$ cat config.mk
export PLATFORM = sky130hd
export DESIGN_NAME = adc_channel_scheduler
export DESIGN_NICKNAME = d
export VERILOG_FILES = /design/src/rtl/adc_sched_pkg.sv /design/src/rtl/adc_tag_fifo.sv /design/src/rtl/adc_channel_scheduler.sv
export SDC_FILE = /design/constraint.sdc
export NUM_CORES = 1
export LEC_CHECK = 0
export CORE_MARGIN = 2
export CORE_UTILIZATION = 45
export DETAILED_ROUTE_END_ITERATION = 10
export GPL_TIMING_DRIVEN = 0
export HOLD_SLACK_MARGIN = 0.12
export PLACE_DENSITY_LB_ADDON = 0.08
export RECOVER_POWER = 50
export SYNTH_ARGS = -nofsm -noshare
export SYNTH_HDL_FRONTEND = slang
export SYNTH_SLANG_ARGS = --single-unit
$ cat constraint.sdc
create_clock -name i_clk -period 4.5 [get_ports i_clk]
set_input_delay 0.45 -clock i_clk [delete_from_list [all_inputs] [get_ports i_clk]]
set_output_delay 0.45 -clock i_clk [all_outputs]
set_load 0.05 [all_outputs]
$ cat src/rtl/adc_sched_pkg.sv
// rtl/adc_sched_pkg.sv - shared types and widths for the ADC channel scheduler
package adc_sched_pkg;

    localparam int ADC_DATA_W = 12;
    localparam int ADC_CH_W   = 5;

    typedef enum logic [1:0] {
        TAG_I,
        TAG_Q,
        TAG_AUX
    } tag_t;

    typedef enum logic [2:0] {
        S_IDLE,
        S_CMD_I,
        S_CMD_Q,
        S_CMD_AUX,
        S_DRAIN
    } state_t;

endpackage

$ cat src/rtl/adc_tag_fifo.sv
// rtl/adc_tag_fifo.sv - in-order tag FIFO tracking outstanding ADC commands
module adc_tag_fifo
    import adc_sched_pkg::*;
#(
    parameter int DEPTH = 4
) (
    input  logic i_clk,
    input  logic i_reset,
    input  logic push,
    input  tag_t push_tag,
    input  logic pop,
    output tag_t pop_tag,
    output logic full,
    output logic empty
);

    localparam int AW = $clog2(DEPTH);

    tag_t          mem [DEPTH];
    logic [AW-1:0] wr_ptr;
    logic [AW-1:0] rd_ptr;
    logic [AW:0]   count;
    logic          do_push;
    logic          do_pop;

    assign full    = (count == (AW+1)'(DEPTH));
    assign empty   = (count == '0);
    assign do_push = push & ~full;
    assign do_pop  = pop & ~empty;
    assign pop_tag = mem[rd_ptr];

    always_ff @(posedge i_clk) begin
        if (i_reset) begin
            wr_ptr <= '0;
            rd_ptr <= '0;
            count  <= '0;
        end else begin
            if (do_push) wr_ptr <= wr_ptr + 1'b1;
            if (do_pop)  rd_ptr <= rd_ptr + 1'b1;
            case ({do_push, do_pop})
                2'b10:   count <= count + 1'b1;
                2'b01:   count <= count - 1'b1;
                default: count <= count;
            endcase
        end
    end

    // Storage needs no reset: pointers alone define which entries are live.
    always_ff @(posedge i_clk) begin
        if (do_push) mem[wr_ptr] <= push_tag;
    end

endmodule

$ cat src/rtl/adc_channel_scheduler.sv
// rtl/adc_channel_scheduler.sv - I/Q pair + aux command scheduler for a shared ADC; ADC_SCHED_STATS_EN adds pair/aux counters
module adc_channel_scheduler
    import adc_sched_pkg::*;
#(
    parameter logic [ADC_CH_W-1:0] CHANNEL_I    = 5'd3,
    parameter logic [ADC_CH_W-1:0] CHANNEL_Q    = 5'd4,
    parameter int                  AUX_INTERVAL = 8,
    parameter int                  TAG_DEPTH    = 4
) (
    input  logic                  i_clk,
    input  logic                  i_reset,
    input  logic                  i_enable,
    output logic                  o_cmd_valid,
    output logic [ADC_CH_W-1:0]   o_cmd_channel,
    output logic                  o_cmd_sop,
    output logic                  o_cmd_eop,
    input  logic                  i_cmd_ready,
    input  logic                  i_rsp_valid,
    input  logic [ADC_DATA_W-1:0] i_rsp_data,
    output logic                  o_sample_stb,
    output logic [ADC_DATA_W-1:0] o_sample_i,
    output logic [ADC_DATA_W-1:0] o_sample_q,
    input  logic                  i_aux_req,
    input  logic [ADC_CH_W-1:0]   i_aux_channel,
    output logic                  o_aux_ack,
    output logic [ADC_DATA_W-1:0] o_aux_data,
    output logic                  o_busy,
    output logic                  o_protocol_err
`ifdef ADC_SCHED_STATS_EN
    ,
    output logic [15:0]           o_pair_count,
    output logic [15:0]           o_aux_count
`endif
);

    localparam logic [7:0] AUX_C = 8'(AUX_INTERVAL);

    state_t                state;
    state_t                state_next;
    logic [7:0]            pair_cnt;
    logic [7:0]            pair_cnt_inc;
    logic                  aux_pending;
    logic                  aux_eligible;
    logic [ADC_CH_W-1:0]   aux_ch_q;
    logic                  sop_flag;
    logic [ADC_DATA_W-1:0] held_i;
    logic                  cmd_accept;
    logic                  fifo_full;
    logic                  fifo_empty;
    tag_t                  push_tag;
    tag_t                  head_tag;

    assign cmd_accept   = o_cmd_valid & i_cmd_ready;
    assign pair_cnt_inc = (pair_cnt == 8'hFF) ? pair_cnt : pair_cnt + 8'd1;
    assign aux_eligible = i_aux_req & ~aux_pending & (pair_cnt_inc >= AUX_C);
    assign o_cmd_sop    = sop_flag & o_cmd_valid;
    assign o_cmd_eop    = 1'b0;
    assign o_busy       = (state != S_IDLE) | ~fifo_empty;

    adc_tag_fifo #(.DEPTH(TAG_DEPTH)) u_tag_fifo (
        .i_clk    (i_clk),
        .i_reset  (i_reset),
        .push     (cmd_accept),
        .push_tag (push_tag),
        .pop      (i_rsp_valid),
        .pop_tag  (head_tag),
        .full     (fifo_full),
        .empty    (fifo_empty)
    );

    // Accept is recomputed locally from fifo_full so the block does not read its own o_cmd_valid.
    always_comb begin
        state_next    = state;
        o_cmd_valid   = 1'b0;
        o_cmd_channel = '0;
        push_tag      = TAG_I;
        case (state)
            S_IDLE: begin
                if (i_enable) state_next = S_CMD_I;
            end
            S_CMD_I: begin
                o_cmd_valid   = ~fifo_full;
                o_cmd_channel = CHANNEL_I;
                push_tag      = TAG_I;
                if (~fifo_full & i_cmd_ready) state_next = S_CMD_Q;
            end
            S_CMD_Q: begin
                o_cmd_valid   = ~fifo_full;
                o_cmd_channel = CHANNEL_Q;
                push_tag      = TAG_Q;
                if (~fifo_full & i_cmd_ready) begin
                    if (!i_enable)         state_next = S_DRAIN;
                    else if (aux_eligible) state_next = S_CMD_AUX;
                    else                   state_next = S_CMD_I;
                end
            end
            S_CMD_AUX: begin
                o_cmd_valid   = ~fifo_full;
                o_cmd_channel = aux_ch_q;
                push_tag      = TAG_AUX;
                if (~fifo_full & i_cmd_ready) state_next = i_enable ? S_CMD_I : S_DRAIN;
            end
            S_DRAIN: begin
                if (fifo_empty & ~i_rsp_valid) state_next = S_IDLE;
            end
            default: state_next = S_IDLE;
        endcase
    end

    always_ff @(posedge i_clk) begin
        if (i_reset) begin
            state          <= S_IDLE;
            pair_cnt       <= AUX_C;
            aux_pending    <= 1'b0;
            aux_ch_q       <= '0;
            sop_flag       <= 1'b0;
            held_i         <= '0;
            o_sample_stb   <= 1'b0;
            o_sample_i     <= '0;
            o_sample_q     <= '0;
            o_aux_ack      <= 1'b0;
            o_aux_data     <= '0;
            o_protocol_err <= 1'b0;
        end else begin
            state        <= state_next;
            o_sample_stb <= 1'b0;
            o_aux_ack    <= 1'b0;

            if (state == S_IDLE && i_enable) sop_flag <= 1'b1;
            else if (cmd_accept)             sop_flag <= 1'b0;

            if (cmd_accept && state == S_CMD_Q)   pair_cnt <= pair_cnt_inc;
            if (cmd_accept && state == S_CMD_AUX) pair_cnt <= '0;

            // Channel is captured once so the command stays stable even if the requester changes it.
            if (state == S_CMD_Q && state_next == S_CMD_AUX) aux_ch_q <= i_aux_channel;

            if (i_rsp_valid) begin
                if (fifo_empty) begin
                    o_protocol_err <= 1'b1;
                end else begin
                    case (head_tag)
                        TAG_I: held_i <= i_rsp_data;
                        TAG_Q: begin
                            o_sample_i   <= held_i;
                            o_sample_q   <= i_rsp_data;
                            o_sample_stb <= 1'b1;
                        end
                        TAG_AUX: begin
                            o_aux_data  <= i_rsp_data;
                            o_aux_ack   <= 1'b1;
                            aux_pending <= 1'b0;
                        end
                        default: held_i <= held_i;
                    endcase
                end
            end

            if (cmd_accept && state == S_CMD_AUX) aux_pending <= 1'b1;
        end
    end

`ifdef ADC_SCHED_STATS_EN
    always_ff @(posedge i_clk) begin
        if (i_reset) begin
            o_pair_count <= '0;
            o_aux_count  <= '0;
        end else begin
            if (o_sample_stb) o_pair_count <= o_pair_count + 16'd1;
            if (o_aux_ack)    o_aux_count  <= o_aux_count + 16'd1;
        end
    end
`endif

endmodule

==> Word level (Yosys, flattened, before mapping) <==
Memories as Yosys holds them, arrays and structs flattened. A register that Yosys moved wholly into a read port is not among the register bits.
Index checks and enable logic that the tools add are counted.
{ "classes": {"mux": 28, "order_cmp": 1, "n_addsub": 5, "n_reduce_logical": 21, "bitwise_logic": 13, "eq_ne": 12} }
{ "ops": {"columns": ["operator", "count"], "rows": [
  ["$mux W3", 7],
  ["$pmux W3 S5", 1],
  ["$pmux W5 S3", 1],
  ["$reduce_and A3 Y1", 4],
  ["$mux W1", 11],
  ["$reduce_bool A2 Y1", 5],
  ["$eq A3 B2 Y1 const B", 3],
  ["$add A8 B1 Y8 const B", 1],
  ["$and A1 B1 Y1", 8],
  ["$eq A8 B8 Y1 const B", 1],
  ["$ge A8 B4 Y1 const B", 1],
  ["$mux W4", 2],
  ["$mux W8", 1],
  ["$eq A3 B3 Y1 const B", 2],
  ["$logic_not A3 Y1", 2],
  ["$mux W2", 3],
  ["$pmux W3 S2", 1],
  ["$reduce_or A3 Y1", 2],
  ["$add A2 B1 Y2 const B", 2],
  ["$eq A2 B1 Y1 const B", 2],
  ["$eq A2 B2 Y1 const B", 2],
  ["$logic_and A1 B1 Y1", 4],
  ["$not A1 Y1", 4],
  ["$pmux W2 S2", 1],
  ["9 further kinds", 9]
]} }
{ "totals": {"ram_bits": 8, "mem_count": 1, "regBits": 76} }
{ "mem_list": {"columns": ["name", "words", "width", "rd", "rd_clocked_by_memory_dff", "write_ports", "line_no", "rtl"], "rows": [
  ["u_tag_fifo.mem", 4, 2, 1, 1, 1, "adc_tag_fifo.sv:19", "tag_t mem [DEPTH];"]
]} }

==> Logic depth before layout (Yosys ltp) <==
{ "logic_depth": {"ltp_word": 10, "ltp_mapped": 10, "depth_no_buf": 10} }

==> Cells and area by module <==
Synthesis repeated with hierarchy kept, for this count alone.
{ "hier_totals": {"hier_cells": 421, "area_unflattened_um2": 3569.7} }
{ "modules_own_cells": {"columns": ["mod", "cells_per_inst", "instances", "area_each_um2"], "rows": [
  ["adc_channel_scheduler", 357, 1, 2808.9],
  ["adc_tag_fifo", 64, 1, 760.7]
]} }

==> Worst setup path before layout <==
No wires, ideal clock.
{ "synth_timing": {"path_kind": "reg-to-output", "from": "register state[0]", "to": "output o_cmd_sop", "required_ns": 4.050, "arrival_ns": 2.524, "path_stages_with_launch": 5, "path_slack_ns": 1.526, "cell_sequence": "dfxtp_1 -> clkbuf_1 -> nor2_1 -> a311oi_1 -> and2_1"} }
{ "synth_via": {"elab_chain_cells": 4, "elab_cells_between_ends": 6, "classes_between": "3 x eq/ne; 1 x mux; 1 x bitwise; 1 x reduce/logical"} }
{ "synth_lines": {"columns": ["element", "line_no", "rtl"], "rows": [
  ["start, declared", "adc_channel_scheduler.sv:38", "state_t state;"],
  ["start signal, assigned", "adc_channel_scheduler.sv:125", "state <= state_next;"],
  ["$eq A3 B2 Y1 / $eq A3 B1 Y1 (equally long branches)", "adc_channel_scheduler.sv:77", "case (state)"],
  ["$reduce_or A3 Y1 (no line) (*)", null, null],
  ["$mux W1 (*)", null, null],
  ["via o_cmd_valid", "adc_channel_scheduler.sv:13", "output logic o_cmd_valid,"],
  ["$and A1 B1 Y1 (*)", "adc_channel_scheduler.sv:56", "assign o_cmd_sop = sop_flag & o_cmd_valid;"],
  ["end, declared", "adc_channel_scheduler.sv:15", "output logic o_cmd_sop,"]
]} }
The timed path passes the listed nets; every way through them passes the cells marked *.

==> Worst setup path in the final report <==
{ "layout_timing": {"from": "register state[0]", "to": "output o_cmd_sop"} }
{ "layout_via": {"elab_chain_cells": 4, "elab_cells_between_ends": 6, "classes_between": "3 x eq/ne; 1 x mux; 1 x bitwise; 1 x reduce/logical"} }
{ "layout_lines": {"columns": ["element", "line_no"], "rows": [
  ["$eq A3 B2 Y1 / $eq A3 B1 Y1 (equally long branches)", "adc_channel_scheduler.sv:77"],
  ["$reduce_or A3 Y1 (no line) (*)", null],
  ["$mux W1 (*)", null],
  ["$and A1 B1 Y1 (*)", "adc_channel_scheduler.sv:56"]
]} }
Every way passes the cells marked *; elsewhere a longest branch is shown, timed or not.

==> metrics <==
status finished clean; Area Overhead vs Synth 28.4%; P per Cell Area 397 mW/mm^2; post-synth top area share 43.5%; maximum vdd drop 0.182 mV; fin crit period 2.96 ns; largest net degree at the start of global routing 15; Ys Warns 0; Initial DRC Count between 60 and 70; Fin. Hold Viols 0; Port Buf Inserts about 70; cell taking the most area after synthesis dfxtp_1; max-slew violations 0; row count 32; layout cells sized above 1 7.76%; crit-path max FO 10; CTS clk-pin slew, worst paths 0.08 ns; Remaining DRCs 0; Num CTS Buffers 9; Post-CTS Resized 0; ranking of synthesized cells by area dfxtp_1 44%, mux2i_1 15%, nor2_1 7.1%; f_max 338 MHz; die width 93.3 um; io pins 71; CTS sink cnt 86; Pleak around 1.8 nW; sequential cell area fraction in the yosys report 50.2%; worst path bufs/invs 2; root buf cell clkbuf_8; first-pass GRT wire length around 12 mm; RSZ-0062 raised after global routing no; hold_buf cts 0; CP max stage cell clkdlybuf4s50_1; detailed-route via count about 2700; DP HPWL 5.48 mm; WL final 7.50 mm; maxcap violations 0; asr flop ratio synth 0%; fin cells 540; crit path DAT 2.51 ns; EDFF count, synth 8; Reg-to-Reg Start u_tag_fifo.count[2]; Worst path top cell family by delay buffers and inverters; initial antenna violation count 0; Clock Latency Late Sink 0.35 ns; Syn Inst Count 353; vias in the first global route 2599; post-route setup TNS 0 ns; DP Cell Count 524; # setup viols final 0; Worst Path Class, Setup reg -> out; Routed Antenna Nets 0; area of the mapped netlist 0.00359 sq mm; Core Util, Final between 50% and 60%; Clock Path Buffers 2; Worst Setup SP state[0]; Tightest Hold Check Type reg -> reg; Initial DRT Pass Iterations 4; WP data required 4.05 ns; Startpoint Class flip-flop; Die Y 93.3 um; setup bufs post-CTS 0; Initial Utilization between 40% and 50%; Core Region 0.00773 sq mm; Main synth FF type dfxtp_1; die area 0.00870 sq mm; Total GRT Usage 18.4%; Post-DP Area about 0.0044 sq mm; Yosys cell types 47; clk_skew 0.00751 ns; fin area 0.00461 sq mm; Slew headroom 47.0%; CTS tree done; routed length per instance between 10 and 15 um; crit end category output port; Max stage delay on crit path 0.80 ns; Overflow after GRT 0; Post-Synthesis Net Count 383; critical hold path startpoint o_protocol_err; via/cell ratio 4.97; FF+latch count, synth 86; # diodes 0; CP Cell Sequence clkbuf_1 > nor2_1 > a311oi_1 > and2_1 > clkdlybuf4s50_1; syn_area_per_cell 10.2 sq um; actual slew at the worst max-slew pin approximately 0.79 ns; H-tree levels 3; gpl congestion 0.737; Final Net Count roughly 460; final period utilization 65.8%
## state kept, by name, summed over array words and instances (netlist names), named ones only
| signal | cells |
|---|---|
| held_i | 12 |
| o_aux_data | 12 |
| o_sample_i | 12 |
| o_sample_q | 12 |
| pair_cnt | 8 |
| u_tag_fifo.mem | 8 |
| aux_ch_q | 5 |
| state | 3 |
| u_tag_fifo.count | 3 |
| u_tag_fifo.rd_ptr | 2 |
| u_tag_fifo.wr_ptr | 2 |
| aux_pending | 1 |
| o_aux_ack | 1 |
| o_protocol_err | 1 |
| o_sample_stb | 1 |
| sop_flag | 1 |
## where the power goes
group	internal (mW)	switching [mW]	total, mW
Sequential	0.817	0.0294	0.846
Combinational	0.148	0.239	0.387
Clock	0.330	0.266	0.595
Total	1.29	0.534	1.83
## worst paths after layout
kind / end / slack [ns] / depth (start not counted)
min reg2reg: o_protocol_err / 0.48 / 2
max: o_cmd_sop / 1.54 / 5
min: o_protocol_err / 0.48 / 2
max reg2reg: u_tag_fifo.count[2] / 1.75 / 10
## metal layers
| layer | global-route usage [%] | routed length [um] |
|---|---|---|
| met4 | 4.78 | 76 |
| met1 | 23.7 | 3530 |
| met2 | 30.3 | 3600 |
| met5 | 0 | 0 |
| met3 | 5.24 | 290 |
## metrics by stage
stage	worst slack [ns]	power [mW]	hold slack, ns
finish	1.54	1.83	0.476
global route	1.34	1.92	0.510
CTS	1.49	1.86	0.485
detailed placement	1.78	1.26	0.470
global placement	1.85	1.26	0.452
floorplan	1.53	1.14	0.447
## area by class of cell
cell class / instances / area [sq um]
fillers: 685 / 3120
flip-flops and latches: 86 / 1800
multi-input cells: 233 / 1600
repair buffers: 69 / 691
clock buffers: 11 / 141
well taps: 102 / 128
plain buffers: 21 / 115
clock inverters: 5 / 80.1
inverters: 13 / 48.8
## worst min-delay path: cells and delay by family, from the launching register on
kind,cells,cell delay (ns)
AND/OR/NAND/NOR,1,0.08
AO/OA/AOI/OAI,1,0.04
flip-flops,1,0.33
## Yosys cell counts, types with 2 or more instances
cell type	n
dfxtp_1	78
nor2_1	68
mux2i_1	54
inv_1	13
a21oi_1	12
clkbuf_1	10
nand2_1	10
and2_1	8
edfxtp_1	8
and3_1	7
ha_1	6
nand2b_1	6
xor2_1	6
buf_4	5
nand4_1	4
nor3_1	4
o21ai_0	4
a31oi_1	3
buf_2	3
buf_6	3
o31ai_2	3
xnor2_1	3
a311oi_1	2
a31o_1	2
and2_4	2
mux4_2	2
nand3_1	2
nor2b_1	2
nor3_2	2
nor3b_1	2
nor4_1	2
or3_1	2
## cells in the final DEF, fill, tap and decap left out, drive strengths merged, types with 2 or more instances in the layout
master and instances:
nand2b 6, and3 8, nand2 11, a311oi 2, nor4 2, buf 9
o31ai 3, ha 6, clkbuf 23, a31o 2, mux2i 54, xnor2 3
nor3b 2, and2 10, a31oi 3, nor2 68, edfxtp 8, nand3 3
o21ai 5, mux4 2, xor2 6, nor3 6, clkdlybuf4s50 36, dfxtp 78
inv 15, nor2b 2, a21oi 12, dlygate4sd3 33, bufinv 2, nand4 4
or3 2
## cell families (layout without fill, tap and decap cells)
| group | after synthesis | after routing | share of synthesized area, % |
|---|---|---|---|
| AO/OA/AOI/OAI | 33 | 33 | 6.28 |
| XOR/XNOR | 9 | 9 | 2.20 |
| adder cells (fa/ha/maj) | 7 | 7 | 2.65 |
| buffers and inverters | 34 | 119 | 4.81 |
| flip-flops | 86 | 86 | 50.2 |
| multiplexers | 56 | 56 | 16.3 |
| other | 1 | 1 | 0.105 |
| AND/OR/NAND/NOR | 127 | 127 | 17.4 |
Power figures use the tool's default switching activity.
